===== src/rtl/uart_tx_port.sv =====
// uart_tx_port: memory-mapped 8N1 UART transmitter with a small byte FIFO.
// A store to TX_ADDR queues RegData. A store to STAT_ADDR clears the overflow flag.
// A read at STAT_ADDR returns {4'b0, empty, ovf, busy, full}; any other address
// passes MemData through unchanged.
// Ports:
//   clk, rst          clock, asynchronous active-high reset
//   Address, RegData  bus address and store data
//   we                store strobe, one cycle per store
//   MemData, RdData   data-memory read data in, read-mux data out
//   tx                serial line, idle high
//   busy, full        transmitter/FIFO status
module uart_tx_port #(
    parameter int unsigned CLK_HZ    = 50000000,
    parameter int unsigned BAUD      = 115200,
    parameter int unsigned DEPTH     = 4,
    parameter logic [7:0]  TX_ADDR   = 8'hFF,
    parameter logic [7:0]  STAT_ADDR = 8'hFE
) (
    input  logic       clk,
    input  logic       rst,
    input  logic [7:0] Address,
    input  logic [7:0] RegData,
    input  logic       we,
    input  logic [7:0] MemData,
    output logic [7:0] RdData,
    output logic       tx,
    output logic       busy,
    output logic       full
);

    localparam int unsigned DIV = CLK_HZ / BAUD;
    localparam int unsigned BW  = (DIV > 1) ? $clog2(DIV) : 1;
    localparam int unsigned AW  = $clog2(DEPTH);
    localparam int unsigned CW  = AW + 1;

    typedef enum logic [1:0] {IDLE, START, DATA, STOP} state_t;

    state_t          state, state_n;
    logic [BW-1:0]   bcnt, bcnt_n;
    logic [2:0]      bidx, bidx_n;
    logic [7:0]      sh, sh_n;
    logic            tx_n;
    logic [CW-1:0]   count, count_n;
    logic [AW-1:0]   wptr, rptr;
    logic            ovf, ovf_n;
    logic            empty;
    logic [7:0]      mem [DEPTH];

    logic            tx_sel, stat_sel, push, drop, pop, bit_end;

    // Bus decode; full is judged on the pre-edge count so a push while full drops
    always_comb begin
        tx_sel   = we && (Address == TX_ADDR);
        stat_sel = we && (Address == STAT_ADDR);
        push     = tx_sel && (count != CW'(DEPTH));
        drop     = tx_sel && (count == CW'(DEPTH));
        bit_end  = (bcnt == BW'(DIV - 1));
    end

    // Status read mux
    always_comb begin
        if (Address == STAT_ADDR) begin
            RdData = {4'b0000, empty, ovf, busy, full};
        end else begin
            RdData = MemData;
        end
    end

    // Frame sequencer: next state, FIFO pop and next line level
    always_comb begin
        state_n = state;
        bcnt_n  = bcnt;
        bidx_n  = bidx;
        sh_n    = sh;
        pop     = 1'b0;
        tx_n    = 1'b1;

        case (state)
            IDLE: begin
                if (count != '0) begin
                    pop     = 1'b1;
                    sh_n    = mem[rptr];
                    bcnt_n  = '0;
                    state_n = START;
                end
            end
            START: begin
                if (bit_end) begin
                    bcnt_n  = '0;
                    bidx_n  = 3'd0;
                    state_n = DATA;
                end else begin
                    bcnt_n = bcnt + BW'(1);
                end
            end
            DATA: begin
                if (bit_end) begin
                    bcnt_n = '0;
                    sh_n   = {1'b0, sh[7:1]};
                    if (bidx == 3'd7) begin
                        state_n = STOP;
                    end else begin
                        bidx_n = bidx + 3'd1;
                    end
                end else begin
                    bcnt_n = bcnt + BW'(1);
                end
            end
            STOP: begin
                if (bit_end) begin
                    bcnt_n = '0;
                    // Chain straight into the next start bit when data is waiting
                    if (count != '0) begin
                        pop     = 1'b1;
                        sh_n    = mem[rptr];
                        state_n = START;
                    end else begin
                        state_n = IDLE;
                    end
                end else begin
                    bcnt_n = bcnt + BW'(1);
                end
            end
            default: state_n = IDLE;
        endcase

        case (state_n)
            START:   tx_n = 1'b0;
            DATA:    tx_n = sh_n[0];
            default: tx_n = 1'b1;
        endcase

        count_n = count + CW'(push) - CW'(pop);

        // A dropped push wins over a clear
        if (drop) begin
            ovf_n = 1'b1;
        end else if (stat_sel) begin
            ovf_n = 1'b0;
        end else begin
            ovf_n = ovf;
        end
    end

    // State, FIFO bookkeeping and registered outputs
    always_ff @(posedge clk or posedge rst) begin
        if (rst) begin
            state <= IDLE;
            bcnt  <= '0;
            bidx  <= 3'd0;
            sh    <= 8'h00;
            tx    <= 1'b1;
            count <= '0;
            wptr  <= '0;
            rptr  <= '0;
            ovf   <= 1'b0;
            busy  <= 1'b0;
            full  <= 1'b0;
            empty <= 1'b1;
        end else begin
            state <= state_n;
            bcnt  <= bcnt_n;
            bidx  <= bidx_n;
            sh    <= sh_n;
            tx    <= tx_n;
            count <= count_n;
            if (push) wptr <= wptr + AW'(1);
            if (pop)  rptr <= rptr + AW'(1);
            ovf   <= ovf_n;
            busy  <= (state_n != IDLE) || (count_n != '0);
            full  <= (count_n == CW'(DEPTH));
            empty <= (count_n == '0);
        end
    end

    // FIFO storage
    always_ff @(posedge clk) begin
        if (push) begin
            mem[wptr] <= RegData;
        end
    end

endmodule

===== config.mk =====
export PLATFORM = sky130hd
export DESIGN_NAME = uart_tx_port
export DESIGN_NICKNAME = d
export VERILOG_FILES = /design/src/rtl/uart_tx_port.sv
export SDC_FILE = /design/constraint.sdc
export NUM_CORES = 1
export LEC_CHECK = 0
export BUFFER_PORTS_ARGS = -buffer_cell sky130_fd_sc_hd__buf_2
export CAP_MARGIN = 10
export CORE_MARGIN = 2
export CORE_UTILIZATION = 52
export DETAILED_ROUTE_END_ITERATION = 12
export PLACE_DENSITY = 0.75
export SYNTH_ARGS = -nofsm -noshare
export SYNTH_HDL_FRONTEND = slang
export SYNTH_SLANG_ARGS = --single-unit

===== constraint.sdc =====
create_clock -name clk -period 3 [get_ports clk]
set_input_delay 0.3 -clock clk [delete_from_list [all_inputs] [get_ports clk]]
set_output_delay 0.3 -clock clk [all_outputs]
set_load 0.01 [all_outputs]

==> out/metrics.cfg <==
[drt]
wl_per_cell_um = 14.9
drt_pass1_iterations = 4
via_count = 2212
vias_per_cell = 5.59
drtAntennaViolNets = 0
drcViolationCount = 0
drt_iter0_markers = 136
wl_mm = 5.91

[timing]
relSlewSlack = 0.606
setup_ws_ns = 0.155
hold_viol = 0
rsz0062_at_grt = no
tightest_slew_ns = 0.591
slew_viol_final = 0
clock-skew-final_ns = 0.00819
setup_viol = 0
tns_ns = 0
post-route-min-period_ns = 2.85
clock.fmax_ghz = 0.351
period_share = 0.948

[cts]
clk_pin_slew_ns = 0.08
cts-hold-fix-buffers = 0
clk_latency_ns = 0.35
numCtsBuffers = 9
cts_root_buf = clkbuf_8
cts_tree = built
cts_max_path_buffers = 2
clock-sinks = 66
h-tree-depth = 3

[logic_synthesis]
ys.flop_type = edfxtp_1
syn_area_um2 = 3250
synth_fp_nets = 314
synthArstFlopShare = 0.515
synth_seq_cells = 66
ys_seq_area_frac = 0.559
synth_edf_count = 32
syn_area_per_cell_um2 = 12.0
synth_cell_type_count = 47
netlist_instances = 270
ys_warn_count = 0

[global_routing]
grt_pass1_vias = 2196
grt_pass1_wl_mm = 10.3
grt_start_max_net_pins = 35
antenna_found_initial = 0
track_usage = 0.191
overflow = 0

[die]
coreArea_um2 = 5990
die_area_um2 = 6890
start_util = 0.542
rows = 28
die_h_um = 83.0
die_w_um = 83.0
pin_count = 38

[run_status]
outcome = completed

[setup_path]
end_kind = flop
path_cells = nor4b_4 -> a31oi_4 -> nor3_4 -> ha_1 -> inv_1 -> ha_1 -> inv_1 -> fa_1 -> xnor2_1 -> xnor2_1 -> nor3b_2
cp_data_arrival_time_ns = 3.11
critPathLaunchType = flop
max_stage_delay_ns = 0.45
path_class = reg2reg
reg2reg_depth = 11
worstPathRequired_ns = 3.27
cpMaxStageDelayCell = dfrtp_1
crit_fanout = 5
rrSetupSlack_ns = 0.15

[job]
maxCapViolations = 0

[final_layout]
finalNetCount = 360
syn_to_final_growth_pct = 16.6
final_common_cell = buf_2
final_util = 0.632
final_cell_mix = 37 x buf_2, 33 x nand2_1, 32 x dfrtp_1, 32 x edfxtp_1, 19 x nor2_1
antenna_cells = 0
drive_gt1_frac = 0.262
stdcell_area_um2 = 3790

[placement]
placed_cell_area_um2 = 3530
place_ws_ns = 0.0587
gp_congestion = 0.737
port_buffers = 37
dp.final_hpwl_mm = 4.14

[worst_hold_path]
worstHoldPathType = in2async

[pwr]
p_leak_nw = 1.57
power_density_nw_per_um2 = 823
vdd_drop_max_v = 0.000487

-- cell families after synthesis --
family | synth area share
muxes | 0.0770
xor gates and xnor gates | 0.0135
DFF | 0.559
AOI/OAI and AO/OA | 0.116
and+or+nand+nor | 0.139
adders and majority gates | 0.0678
buffers and inverters | 0.0273
-- synth_stat cells, types with 4 or more instances --
library cell / number / share of area
and2_1: 6 / 0.012
dfrtp_1: 32 / 0.25
edfxtp_1: 32 / 0.30
and3_1: 5 / 0.0096
nor2_1: 19 / 0.022
mux2_2: 4 / 0.014
o21ai_0: 17 / 0.026
inv_1: 12 / 0.014
o31ai_1: 8 / 0.018
ha_1: 16 / 0.062
xnor2_1: 4 / 0.011
mux4_2: 8 / 0.055
a21oi_1: 18 / 0.028
nor2b_1: 5 / 0.0096
nand2_1: 33 / 0.038
clkbuf_1: 6 / 0.0069
nor3_1: 4 / 0.0062
-- registers in the layout, indices dropped and copies added, names as in the netlist, 2 cells and up --
name   count
count      3
rptr       2
bcnt       9
state      2
bidx       3
sh         8
wptr       2
mem       32
-- stage by stage --
| stage | std cells | total power [W] | hold WS, ns |
|---|---|---|---|
| after global routing | 396 | 0.00332 | 0.0803 |
| final | 396 | 0.00312 | 0.0396 |
| after detailed placement | 379 | 0.00224 | 0.424 |
| after floorplan | 270 | 0.00200 | 0.399 |
| after global placement | 379 | 0.00219 | 0.417 |
| after CTS | 395 | 0.00308 | 0.0392 |
-- worst max-delay path, delay by kind of cell (launching register included) --
kind	cells	cell delay, ns
XOR/XNOR	2	0.42
buffers and inverters	2	0.11
AO/OA/AOI/OAI	1	0.16
AND/OR/NAND/NOR	3	0.87
flip-flops	1	0.45
adder cells (fa/ha/maj)	3	0.75
-- power breakdown --
part	switching (W)	internal, W
logic	0.000561	0.000492
clock network	0.000364	0.000474
registers	0.000152	0.00108
-- layout make-up --
class	count	area, um^2
fillers	467	2200
flip-flops and latches	66	1810
multi-input cells	183	1370
repair buffers	44	238
clock buffers	9	124
clock inverters	7	103
well taps	75	93.8
inverters	12	45.0
-- metal layers --
| metal | wire length (um) | part of all wire | global-route usage | up-vias |
|---|---|---|---|---|
| met5 | 0 | 0 | 0 | - |
| met2 | 2920 | 0.49 | 0.296 | 57 |
| li1 | - | - | - | 1069 |
| met4 | 91 | 0.015 | 0.0700 | 0 |
| met3 | 313 | 0.053 | 0.0606 | 12 |
| met1 | 2580 | 0.44 | 0.253 | 1074 |
-- what timing repair did --
item,4_1_cts,5_1_grt
resized for setup,0,5
endpoints found under the setup margin,0,3
setup buffers,0,1
-- final timing paths --
path | start | endpoint
max reg2reg | bcnt[6]$_DFFE_PP0P_ | full$_DFF_PP0_
max | bcnt[6]$_DFFE_PP0P_ | full$_DFF_PP0_
min reg2reg | ovf$_DFFE_PP0P_ | ovf$_DFFE_PP0P_
min | rst | bcnt[0]$_DFFE_PP0P_
min in group clk | RegData[5] | mem[2][5]$_DFFE_PP_
max in group asynchronous | rst | empty$_DFF_PP1_
Note: power is estimated with default switching activity, not from simulation.
